## config.mk

```make
export PLATFORM = sky130hd
export DESIGN_NAME = round_loop_mux
export DESIGN_NICKNAME = d
export VERILOG_FILES = /design/src/rtl/round_loop_mux.sv
export SDC_FILE = /design/constraint.sdc
export NUM_CORES = 1
export LEC_CHECK = 0
export BUFFER_PORTS_ARGS = -buffer_cell sky130_fd_sc_hd__buf_2
export CAP_MARGIN = 20
export CORE_AREA = 8 8 199 201
export DETAILED_ROUTE_END_ITERATION = 8
export DIE_AREA = 0 0 207 209
export GPL_TIMING_DRIVEN = 1
export SETUP_SLACK_MARGIN = 0.1
export SYNTH_ARGS = -nofsm -noshare
export SYNTH_HDL_FRONTEND = slang
export SYNTH_SLANG_ARGS = --single-unit
```

## constraint.sdc

```tcl
create_clock -name clk -period 1.93 [get_ports clk]
set_input_delay 0.2895 -clock clk [delete_from_list [all_inputs] [get_ports clk]]
set_output_delay 0.2895 -clock clk [all_outputs]
set_load 0.005 [all_outputs]
```

## src/rtl/round_loop_mux.sv

```systemverilog
// round_loop_mux: registered input/round-loop selector for an iterative AES
// datapath. Accepts a whitened block, loops it through the external round
// logic for 10/12/14 rounds and presents the result on an output handshake.
// The round index drives the key schedule. last_round tells the round logic
// to omit MixColumns.
//
// Handshakes: a transfer happens on a rising edge where valid and ready are
// both high and clr is low. in_ready = IDLE | (DONE & out_ready), so a new
// block is accepted on the same edge that the finished block is consumed.
// out_valid stays high and dataout stays stable until out_ready is seen.
`timescale 1ns/1ps

module round_loop_mux #(
  parameter int WIDTH = 128,
  parameter int CW    = 4
) (
  input  logic             clk,
  input  logic             rst_n,
  input  logic             clr,
  input  logic             in_valid,
  output logic             in_ready,
  input  logic [WIDTH-1:0] datain,
  input  logic [1:0]       nr_sel,
  output logic [WIDTH-1:0] state_out,
  input  logic [WIDTH-1:0] rnddata,
  output logic [CW-1:0]    round_idx,
  output logic             last_round,
  output logic             out_valid,
  input  logic             out_ready,
  output logic [WIDTH-1:0] dataout,
  output logic [1:0]       fsm_state
);

  typedef enum logic [1:0] {
    IDLE = 2'd0,
    RUN  = 2'd1,
    DONE = 2'd2
  } state_t;

  localparam logic [CW-1:0] NR_MAX = CW'(14);
  localparam logic [CW-1:0] IDX_FIRST = CW'(1);

  // Round count for a block; the 11 encoding aliases AES-256.
  function automatic logic [CW-1:0] decode_nr(input logic [1:0] sel);
    logic [CW-1:0] nr;
    case (sel)
      2'b00:   nr = CW'(10);
      2'b01:   nr = CW'(12);
      default: nr = CW'(14);
    endcase
    return nr;
  endfunction

  state_t           fsm_q, fsm_d;
  logic [WIDTH-1:0] state_q, state_d;
  logic [CW-1:0]    idx_q, idx_d;
  logic [CW-1:0]    nr_q, nr_d;
  logic             at_last;

  assign at_last    = (idx_q == nr_q);
  assign in_ready   = (fsm_q == IDLE) | ((fsm_q == DONE) & out_ready);
  assign out_valid  = (fsm_q == DONE);
  assign last_round = (fsm_q == RUN) & at_last;
  assign state_out  = state_q;
  assign dataout    = state_q;
  assign round_idx  = idx_q;
  assign fsm_state  = fsm_q;

  // Next-state logic: clr overrides everything, then per-state loading/looping.
  always_comb begin
    fsm_d   = fsm_q;
    state_d = state_q;
    idx_d   = idx_q;
    nr_d    = nr_q;
    if (clr) begin
      fsm_d   = IDLE;
      state_d = '0;
      idx_d   = '0;
    end else begin
      case (fsm_q)
        IDLE: begin
          if (in_valid) begin
            fsm_d   = RUN;
            state_d = datain;
            idx_d   = IDX_FIRST;
            nr_d    = decode_nr(nr_sel);
          end
        end
        RUN: begin
          // Round logic result always replaces the state while running.
          state_d = rnddata;
          if (at_last) begin
            fsm_d = DONE;
            idx_d = '0;
          end else begin
            idx_d = idx_q + CW'(1);
          end
        end
        DONE: begin
          if (out_ready) begin
            if (in_valid) begin
              // Consume and accept on the same edge: no bubble.
              fsm_d   = RUN;
              state_d = datain;
              idx_d   = IDX_FIRST;
              nr_d    = decode_nr(nr_sel);
            end else begin
              fsm_d = IDLE;
            end
          end
        end
        default: begin
          fsm_d   = IDLE;
          state_d = '0;
          idx_d   = '0;
        end
      endcase
    end
  end

  // State, data and counter registers with asynchronous active-low reset.
  always_ff @(posedge clk or negedge rst_n) begin
    if (!rst_n) begin
      fsm_q   <= IDLE;
      state_q <= '0;
      idx_q   <= '0;
      nr_q    <= NR_MAX;
    end else begin
      fsm_q   <= fsm_d;
      state_q <= state_d;
      idx_q   <= idx_d;
      nr_q    <= nr_d;
    end
  end

endmodule

```

==> results of run 1 <==
timing repair:
action	in CTS	in global routing
hold buffers	1	0
endpoints found under the setup margin	1	1
resized for setup	0	3
hold endpoints to repair	41	0
setup buffers	3	0
pin swaps	1	2
power by group through the flow:
stage	clock network, W	registers (W)	logic (W)
after floorplan	0	0.00342	0.000912
after global placement	0	0.00345	0.00165
after detailed placement	0	0.00346	0.00166
after CTS	0.00386	0.00341	0.00166
after global routing	0.00399	0.00346	0.00180
final	0.00372	0.00342	0.00164
routing by layer:
metal / vias up / routed length, um / track usage, % / part of all wire, %
li1: 2914 / - / - / -
met1: 3185 / 10900 / 14.1 / 40
met2: 389 / 13500 / 19.6 / 49
met3: 32 / 2440 / 4.89 / 8.9
met4: 0 / 510 / 4.29 / 1.9
met5: - / 0 / 0 / 0
final timing paths:
path	startpoint	endpoint	slack (ns)	cells after the start
min in group asynchronous	rst_n	dataout[12]	0.39	2
max reg2reg	fsm_state[1]	dataout[76]	0.27	5
min reg2reg	dataout[112]	dataout[112]	0.50	2
max	nr_q[1]	last_round	-0.06	4
max in group asynchronous	rst_n	dataout[65]	0.96	3
min	nr_sel[0]	nr_q[1]	0.06	2
through the flow:
stage | std cells | power (W) | hold WS (ns) | area (sq um) | setup slack [ns]
after CTS | 1494 | 0.00894 | 0.0190 | 9650 | -0.133
final | 1494 | 0.00878 | 0.0599 | 9670 | -0.0604
after floorplan | 620 | 0.00433 | -0.00609 | 6670 | 0.401
after global placement | 1459 | 0.00510 | 0.292 | 8950 | 0.286
after global routing | 1494 | 0.00925 | 0.0346 | 9670 | -0.195
after detailed placement | 1459 | 0.00512 | 0.292 | 8950 | 0.224
cell type report:
cell class	count	area, sq um
Clock buffer	19	443
Clock inverter	12	224
Fill cell	3886	26600
Inverter	113	424
Multi-Input combinational cell	198	1680
Sequential cell	136	3410
Tap cell	468	586
Timing Repair Buffer	548	2900
worst reg2reg max path, cell delays in order (launching register included):
cell and delay [ns]:
dfrtp_1 0.44, nor2b_4 0.18, o21a_4 0.23, buf_12 0.19
a222oi_1 0.42, inv_1 0.07
cells in the final DEF (no fill, tap or decap), types with 2 or more instances in the layout:
cell type and instances:
buf_2 526, dfrtp_1 133, inv_1 113, a222oi_1 110, o21ai_0 19, a22oi_1 18, nand2_1 18, clkbuf_16 17
buf_4 12, buf_12 8, nor2_1 6, bufinv_16 6, nor2b_1 3, clkinv_4 3, a22o_1 2, clkinv_2 2
dfstp_2 2
flip-flops by register name, summed over array words and instances (netlist names):
| register | flops |
|---|---|
| dataout | 128 |
| fsm_state | 2 |
| nr_q | 2 |
| round_idx | 4 |
logic make-up (layout without fill, tap and decap cells):
group           after synthesis  count (layout)  share of synthesized area [%]
simple gates                 38              38                           3.19
compound gates              156             156                           21.0
buf+inv                     286             692                           24.2
mux                           1               1                          0.150
flops                       136             136                           51.1
xor+xnor                      2               2                          0.263
fa+ha+maj                     1               1                          0.188
==> run summary, run 1 <==
aggregate negative setup slack = -0.0604 ns
DRC = 2
Antenna Cells = 0
final worst path period need = 1.99 ns
Clock Tree Root = clkbuf_16
worst path arrival time = 1.70 ns
synth warn = 0
largest cells by area after synthesis = dfrtp_1, a222oi_1, buf_4
Sw Pwr = 0.00236 W
Remaining Overflow, GRT = 0
CP startpoint kind = register
Worst-Skew Late Latency = 0.43 ns
register area share after synthesis = 51.1%
Final setup viols = 1
cell taking the most area after synthesis = dfrtp_1
unrepaired setup endpoints after global routing = true
Max VDD drop = 0.589 mV
Critical Path End Type = primary output
TritonCTS clock tree = built
Ports = 528
P per Cell Area = 908 mW/mm^2
GPL Wtd Cong = 0.867
first-pass GRT wire length = 41,200 um
maxcap violations = 0
outcome = finished with violations
Worst Path Required = 1.64 ns
Initial Utilization = 18.4%
vias in the first global route = 6,887
synth-to-layout area growth = 45.0%
HP Class = in -> reg
htree depth = 4
Syn Area/Cell = 10.8 sq um
# rows = 70
Detailed Routing Iterations Pass 1 = 9
gate count after technology mapping = 620
Net Count, Synth = 884
Routed Antenna Nets = 0
prevailing post-synth register cell = dfrtp_1
EDFF count, synth = 0
TritonCTS Buffers = 17
clock sink count = 136
core region area = 0.0363 sq mm
Tot GR Track Use = 12.0%
f_max = 502 MHz
Crit Path Class = reg -> out
die height = 209 um
final worst slack = -0.0604 ns
Pleak = 5.91 nW
Synth top area share = 50.3%
slew margin rel. = 64.3%
via count = 6,520
initial antenna violation count = 1
CTS Buffer Depth = 2
Synth async-reset ratio = 100%
Die X = 207 um
Initial DRC Count = 910
largest net degree at the start of global routing = 75
Cell Area, Synth = 0.00667 sq mm
Bufs and invs on worst path = 1
full die area = 0.0433 sq mm
Post-DP HPWL = 22,100 um
Clock Power Share = 42.3%
clk_skew = 0.00838 ns
Sw Share = 26.9%
top cell family by delay on the critical path = flip-flops
Flop pwr share = 39.0%
Slew @ Worst Pin = 0.536 ns
routed vias/inst = 4.36
P_int = 0.00642 W
ratio of cells with drive above 1 in the final layout = 57.2%
synth cell count leaders = buf_4, dfrtp_1, inv_1
CP max-delay cell = dfstp_2
Logic pwr share = 18.7%
Distinct cells, synth = 34
failing checks = DRC, setup timing
Max Fanout on Critical Path = 2
Slew Viols, Final = 0
critical-path cell list = xor2_2, nor4b_4, and3b_1, buf_2
Final period util = 103%
clock-pin slew on the worst setup and hold paths = 0.06 ns
CP peak stage delay = 0.56 ns
WL final = 27,400 um
nets@finish = 1,278
IO Port Bufs = 527
Final Util = 26.7%
Fin. Hold Viols = 0
Yosys reg bits = 136
routed len/inst = 18.3 um
No activity file was read; power rests on OpenSTA's default activity.
==> inputs of run 2 (changes only) <==
--- a/config.mk
+++ b/config.mk
@@ -7,10 +7,15 @@
 export LEC_CHECK = 0
 export BUFFER_PORTS_ARGS = -buffer_cell sky130_fd_sc_hd__buf_2
 export CAP_MARGIN = 20
-export CORE_AREA = 8 8 199 201
+export CELL_PAD_IN_SITES_DETAIL_PLACEMENT = 2
+export CELL_PAD_IN_SITES_GLOBAL_PLACEMENT = 2
+export CORE_ASPECT_RATIO = 0.6
+export CORE_MARGIN = 8
+export CORE_UTILIZATION = 22
+export CTS_BUF_LIST = sky130_fd_sc_hd__clkbuf_8
 export DETAILED_ROUTE_END_ITERATION = 8
-export DIE_AREA = 0 0 207 209
 export GPL_TIMING_DRIVEN = 1
+export PLACE_DENSITY_LB_ADDON = 0.1
 export SETUP_SLACK_MARGIN = 0.1
 export SYNTH_ARGS = -nofsm -noshare
 export SYNTH_HDL_FRONTEND = slang
==> run 2 against run 1 <==
Compared with the run above:
- the flow finishes with violations (setup timing)
- fmax fell by 3.4%
- non-clock buffer count rose by 209
- register-to-register slack got worse by 0.06 ns
- critical path type unchanged
- critical endpoint unchanged
==> run summary, run 2 (synthesis results as in run 1) <==
outcome = finished with violations (unchanged)
failing checks = setup timing (was DRC, setup timing)
Post-Place Worst Slack = 0.216 ns (was 0.224 ns)
Worst-Skew Late Latency = 0.47 ns (was 0.43 ns)
DRC = 0 (was 2)
top cell family by delay on the critical path = flip-flops (unchanged)
# rows = 49 (was 70)
HP Class = in -> reg (unchanged)
clock-pin slew on the worst setup and hold paths = 0.08 ns (was 0.06 ns)
initial antenna violation count = 1 (unchanged)
Detailed Routing Iterations Pass 1 = 9 (unchanged)
unrepaired setup endpoints after global routing = true (unchanged)
IO Port Bufs = 527 (unchanged)
Tot GR Track Use = 19.3% (was 12.0%)
TritonCTS Buffers = 17 (unchanged)
CP max-delay cell = dfstp_2 (unchanged)
WHS Path Cells = 3 (was 2)
Worst Path Required = 1.64 ns (about the same)
Fillers = 3,308 (was 3,886)
Fin. Hold Viols = 0 (unchanged)
dpl cells = 1,402 (was 1,459)
core region area = 0.0299 sq mm (was 0.0363 sq mm)
filler-free cell count of the finished design = 1,646 (was 1,494)
number of flip-flops in the largest register = 128 (unchanged)
vias in the first global route = 8,518 (was 6,887)
Hold Path Origin = rnddata[7] (was nr_sel[0])
final worst slack = -0.130 ns (was -0.0604 ns)
routed vias/inst = 4.50 (was 4.36)
GPL Wtd Cong = 0.742 (was 0.867)
clk_skew = 0.00673 ns (was 0.00838 ns)
Pleak = 6.67 nW (was 5.91 nW)
htree depth = 4 (unchanged)
Clock Tree Root = clkbuf_8 (was clkbuf_16)
Crit path depth = 4 (unchanged)
die height = 151 um (was 209 um)
Critical Path End Type = primary output (unchanged)
Slew @ Worst Pin = 0.552 ns (was 0.536 ns)
Post-DP HPWL = 26,100 um (was 22,100 um)
slew margin rel. = 63.0% (was 64.3%)
ratio of cells with drive above 1 in the final layout = 47.9% (was 57.2%)
Reg2Reg Setup Slack = 0.21 ns (was 0.27 ns)
Max Fanout on Critical Path = 2 (unchanged)
Slew Viols, Final = 0 (unchanged)
CP startpoint kind = register (unchanged)
Ports = 528 (unchanged)
aggregate negative setup slack = -0.130 ns (was -0.0604 ns)
Worst setup startpoint = nr_q[1] (unchanged)
Initial DRC Count = 611 (was 910)
routed len/inst = 22.4 um (was 18.3 um)
maxcap violations = 0 (unchanged)
Die X = 241 um (was 207 um)
final worst path period need = 2.06 ns (was 1.99 ns)
first-pass GRT wire length = 53,700 um (was 41,200 um)
CP peak stage delay = 0.56 ns (about the same)
most common cell after layout, fill and taps aside = buf_2 (unchanged)
end of the worst hold path = dataout[7] (was nr_q[1])
TritonCTS clock tree = built (unchanged)
P per Cell Area = 674 mW/mm^2 (was 908 mW/mm^2)
Final period util = 107% (was 103%)
f_max = 485 MHz (was 502 MHz)
largest net degree at the start of global routing = 79 (was 75)
critical-path cell list = xor2_2, nor4b_4, and3b_1, buf_2 (unchanged)
clock sink count = 136 (unchanged)
Routed Antenna Nets = 0 (unchanged)
Power, Total = 0.00767 W (was 0.00878 W)
full die area = 0.0363 sq mm (was 0.0433 sq mm)
nets@finish = 1,487 (was 1,278)
Bufs and invs on worst path = 1 (unchanged)
synth-to-layout area growth = 70.8% (was 45.0%)
most frequent cells in the layout = buf_2, dlygate4sd3_1, dfrtp_1 (was buf_2, dfrtp_1, inv_1)
Initial Utilization = 22.3% (was 18.4%)
Register Area = 0.00341 sq mm (unchanged)
Remaining Overflow, GRT = 0 (unchanged)
Final setup viols = 1 (unchanged)
CTS Buffer Depth = 2 (unchanged)
Reg2Reg Depth = 5 (unchanged)
Max VDD drop = 0.336 mV (was 0.589 mV)
reg2reg start = fsm_state[1] (unchanged)
worst r2r dst = dataout[61] (was dataout[76])
multi-input logic area = 0.00168 sq mm (unchanged)
via count = 7,412 (was 6,520)
WL final = 36,900 um (was 27,400 um)
worst path arrival time = 1.77 ns (was 1.70 ns)
Crit Path Class = reg -> out (unchanged)
## run 2: cell types whose count changed in the layout (fill, tap and decap cells not counted), sizes merged
| cell | change |
|---|---|
| clkbuf | +2 |
| diode | +2 |
| bufinv | -6 |
| clkinv | +4 |
| inv | +2 |
| dlygate4sd3 | +204 |
| buf | +4 |
## run 2: power by group
| group | internal, W | total, W | switching, W | leakage (nW) |
|---|---|---|---|---|
| sequential | 0.00314 | 0.00343 | 0.000290 | 1.78 |
| clock | 0.000958 | 0.00214 | 0.00118 | 0.190 |
| combinational | 0.00112 | 0.00211 | 0.000985 | 4.70 |
| total | 0.00522 | 0.00767 | 0.00246 | 6.67 |
## run 2: per-layer routing
metal  part of all wire (%)  vias up  GRT usage, %
met5                      0        -             0
li1                       -     3323             -
met2                     55      280          36.5
met4                    1.7        0          6.31
met1                     37     3771          20.9
met3                    6.3       38          4.89
## run 2: worst max path at each step
stage | endpoint | slack [ns]
global route | last_round | -0.22
global placement | last_round | 0.20
detailed placement | last_round | 0.22
CTS | last_round | -0.23
finish | last_round | -0.13
floorplan | dataout[80] | 0.40
## run 2: worst min-delay path, cell delays in order
cell      delay (ns)
buf_2           0.07
a222oi_1        0.09
inv_1           0.06
## run 2: final cells by class
cell class              count  share of cell area (%)
clock inverters            12                   0.527
diodes                      2                  0.0439
inverters                 113                    3.72
multi-input cells         198                    14.8
well taps                 408                    4.48
repair buffers            757                    44.1
flip-flops and latches    136                    29.9
clock buffers              20                    2.42
## run 2: repair_timing
item                                   in CTS  in global routing
endpoints found under the hold margin     204                  0
buffers inserted                            1                  3
resized for setup                           2                  1
cloned                                      0                  1
hold buffers                              205                  0
setup endpoints to repair                   1                  3
pin swaps                                   3                  2
## run 2: per-stage QoR
stage	area [sq um]	hold WS, ns	util, %
6_report	11400	0.0643	38.1
5_1_grt	11400	0.0246	38.1
3_5_place_dp	8920	0.196	29.9
3_3_place_gp	8920	0.194	29.9
2_1_floorplan	6670	-0.00609	-
4_1_cts	11300	0.000338	38.0
==> inputs of run 3 (changes only) <==
--- a/config.mk
+++ b/config.mk
@@ -17,6 +17,7 @@
 export GPL_TIMING_DRIVEN = 1
 export PLACE_DENSITY_LB_ADDON = 0.1
 export SETUP_SLACK_MARGIN = 0.1
+export SKIP_CTS_REPAIR_TIMING = 1
 export SYNTH_ARGS = -nofsm -noshare
 export SYNTH_HDL_FRONTEND = slang
 export SYNTH_SLANG_ARGS = --single-unit
==> run 3 against run 2 <==
Compared with the run above:
- clock skew is 0.0011 ns lower
- final area is 17% lower
- the run still ends with setup timing left
- fmax is 2.7% lower
- register-to-register slack better by 0.04 ns
==> run summary, run 3 (synthesis results as in run 1) <==
clock sink count = 136 (unchanged)
P per Cell Area = 766 mW/mm^2 (was 674 mW/mm^2)
aggregate negative setup slack = -0.187 ns (was -0.130 ns)
number of flip-flops in the largest register = 128 (unchanged)
clk_skew = 0.00559 ns (was 0.00673 ns)
vias in the first global route = 7,217 (was 8,518)
Final period util = 110% (was 107%)
Tot GR Track Use = 17.2% (was 19.3%)
Clock Tree Root = clkbuf_8 (unchanged)
routed len/inst = 22.7 um (was 22.4 um)
Detailed Routing Iterations Pass 1 = 6 (was 9)
nets@finish = 1,297 (was 1,487)
IO Port Bufs = 527 (unchanged)
Slew Viols, Final = 0 (unchanged)
Max Fanout on Critical Path = 4 (was 2)
Initial DRC Count = 581 (was 611)
synth-to-layout area growth = 42.3% (was 70.8%)
TritonCTS clock tree = built (unchanged)
critical-path cell list = xor2_2, nor4b_4, and3b_1, buf_2 (unchanged)
Initial Utilization = 22.3% (unchanged)
htree depth = 4 (unchanged)
multi-input logic area = 0.00168 sq mm (unchanged)
Crit Path Class = reg -> out (unchanged)
final worst path period need = 2.12 ns (was 2.06 ns)
Max VDD drop = 0.330 mV (was 0.336 mV)
full die area = 0.0363 sq mm (unchanged)
Worst Path Required = 1.64 ns (about the same)
unrepaired setup endpoints after global routing = true (unchanged)
most common cell after layout, fill and taps aside = buf_2 (unchanged)
CP max-delay cell = dfstp_2 (unchanged)
GPL Wtd Cong = 0.742 (unchanged)
Pleak = 5.87 nW (was 6.67 nW)
CP startpoint kind = register (unchanged)
Critical Path End Type = primary output (unchanged)
Die X = 241 um (unchanged)
Remaining Overflow, GRT = 0 (unchanged)
Register Area = 0.00341 sq mm (about the same)
ratio of cells with drive above 1 in the final layout = 56.2% (was 47.9%)
Fin. Hold Viols = 0 (unchanged)
HP Class = in -> reg (unchanged)
Worst-Skew Late Latency = 0.47 ns (about the same)
outcome = finished with violations (unchanged)
final worst slack = -0.187 ns (was -0.130 ns)
core region area = 0.0299 sq mm (unchanged)
CP peak stage delay = 0.56 ns (about the same)
Post-Place Worst Slack = 0.216 ns (unchanged)
maxcap violations = 0 (unchanged)
Ports = 528 (unchanged)
# rows = 49 (unchanged)
TritonCTS Buffers = 17 (unchanged)
Post-DP HPWL = 26,100 um (unchanged)
first-pass GRT wire length = 47,100 um (was 53,700 um)
routed vias/inst = 4.48 (was 4.50)
worst path arrival time = 1.83 ns (was 1.77 ns)
slew margin rel. = 64.6% (was 63.0%)
most frequent cells in the layout = buf_2, dfrtp_1, inv_1 (was buf_2, dlygate4sd3_1, dfrtp_1)
die height = 151 um (unchanged)
DRC = 0 (unchanged)
Slew @ Worst Pin = 0.527 ns (was 0.552 ns)
initial antenna violation count = 12 (was 1)
Final Util = 31.8% (was 38.1%)
Final setup viols = 1 (unchanged)
Fillers = 3,430 (was 3,308)
WL final = 33,100 um (was 36,900 um)
Routed Antenna Nets = 0 (unchanged)
failing checks = setup timing (unchanged)
CTS Buffer Depth = 2 (unchanged)
clock-pin slew on the worst setup and hold paths = 0.08 ns (about the same)
f_max = 472 MHz (was 485 MHz)
largest net degree at the start of global routing = 79 (unchanged)
via count = 6,544 (was 7,412)
run 3: cell type report:
| type | instances | share of cell area [%] |
|---|---|---|
| antenna | 6 | 0.158 |
| clock buffer | 20 | 2.90 |
| clock inverter | 12 | 0.633 |
| tap | 408 | 5.38 |
| multi-input combinational | 198 | 17.7 |
| sequential | 136 | 35.9 |
| timing repair buffer | 567 | 32.8 |
| inverter | 113 | 4.47 |
run 3: where the power goes:
part	switching (W)	total (W)	internal, W
Sequential	0.000278	0.00342	0.00314
Clock	0.00117	0.00212	0.000957
Combinational	0.000862	0.00173	0.000864
Total	0.00231	0.00727	0.00496
run 3: stage by stage:
step / instance area, sq um / power (W) / hold slack [ns] / cells
detailed placement: 8920 / 0.00521 / 0.196 / 1402
global route: 9480 / 0.00772 / 0.00107 / 1458
global placement: 8920 / 0.00518 / 0.194 / 1402
finish: 9490 / 0.00727 / 0.0263 / 1460
CTS: 9260 / 0.00742 / -0.366 / 1434
floorplan: 6670 / 0.00433 / -0.00609 / 620
run 3: final timing paths:
path                       slack (ns)  cells after the start    startpoint      endpoint
max reg2reg                      0.25                      6  fsm_state[1]  dataout[104]
max in group asynchronous        1.05                      3         rst_n   dataout[49]
min in group asynchronous        0.26                      2         rst_n    dataout[7]
max                             -0.19                      4       nr_q[1]    last_round
min                              0.03                      3   datain[125]  dataout[125]
min reg2reg                      0.51                      2  dataout[108]  dataout[108]
run 3: metal layers:
metal  routed length [um]  up-vias  track usage (%)
met3                 2520       39             6.07
met4                  397       14             5.38
li1                     -     2951                -
met2                17600      233             31.0
met5                   90        -                0
met1                12500     3307             19.0
run 3: critical path: cells and delay by family, from the launching register on:
family                 cells  cell delay, ns
AND/OR/NAND/NOR            2            0.58
flip-flops                 1            0.56
buffers and inverters      1            0.14
XOR/XNOR                   1            0.08
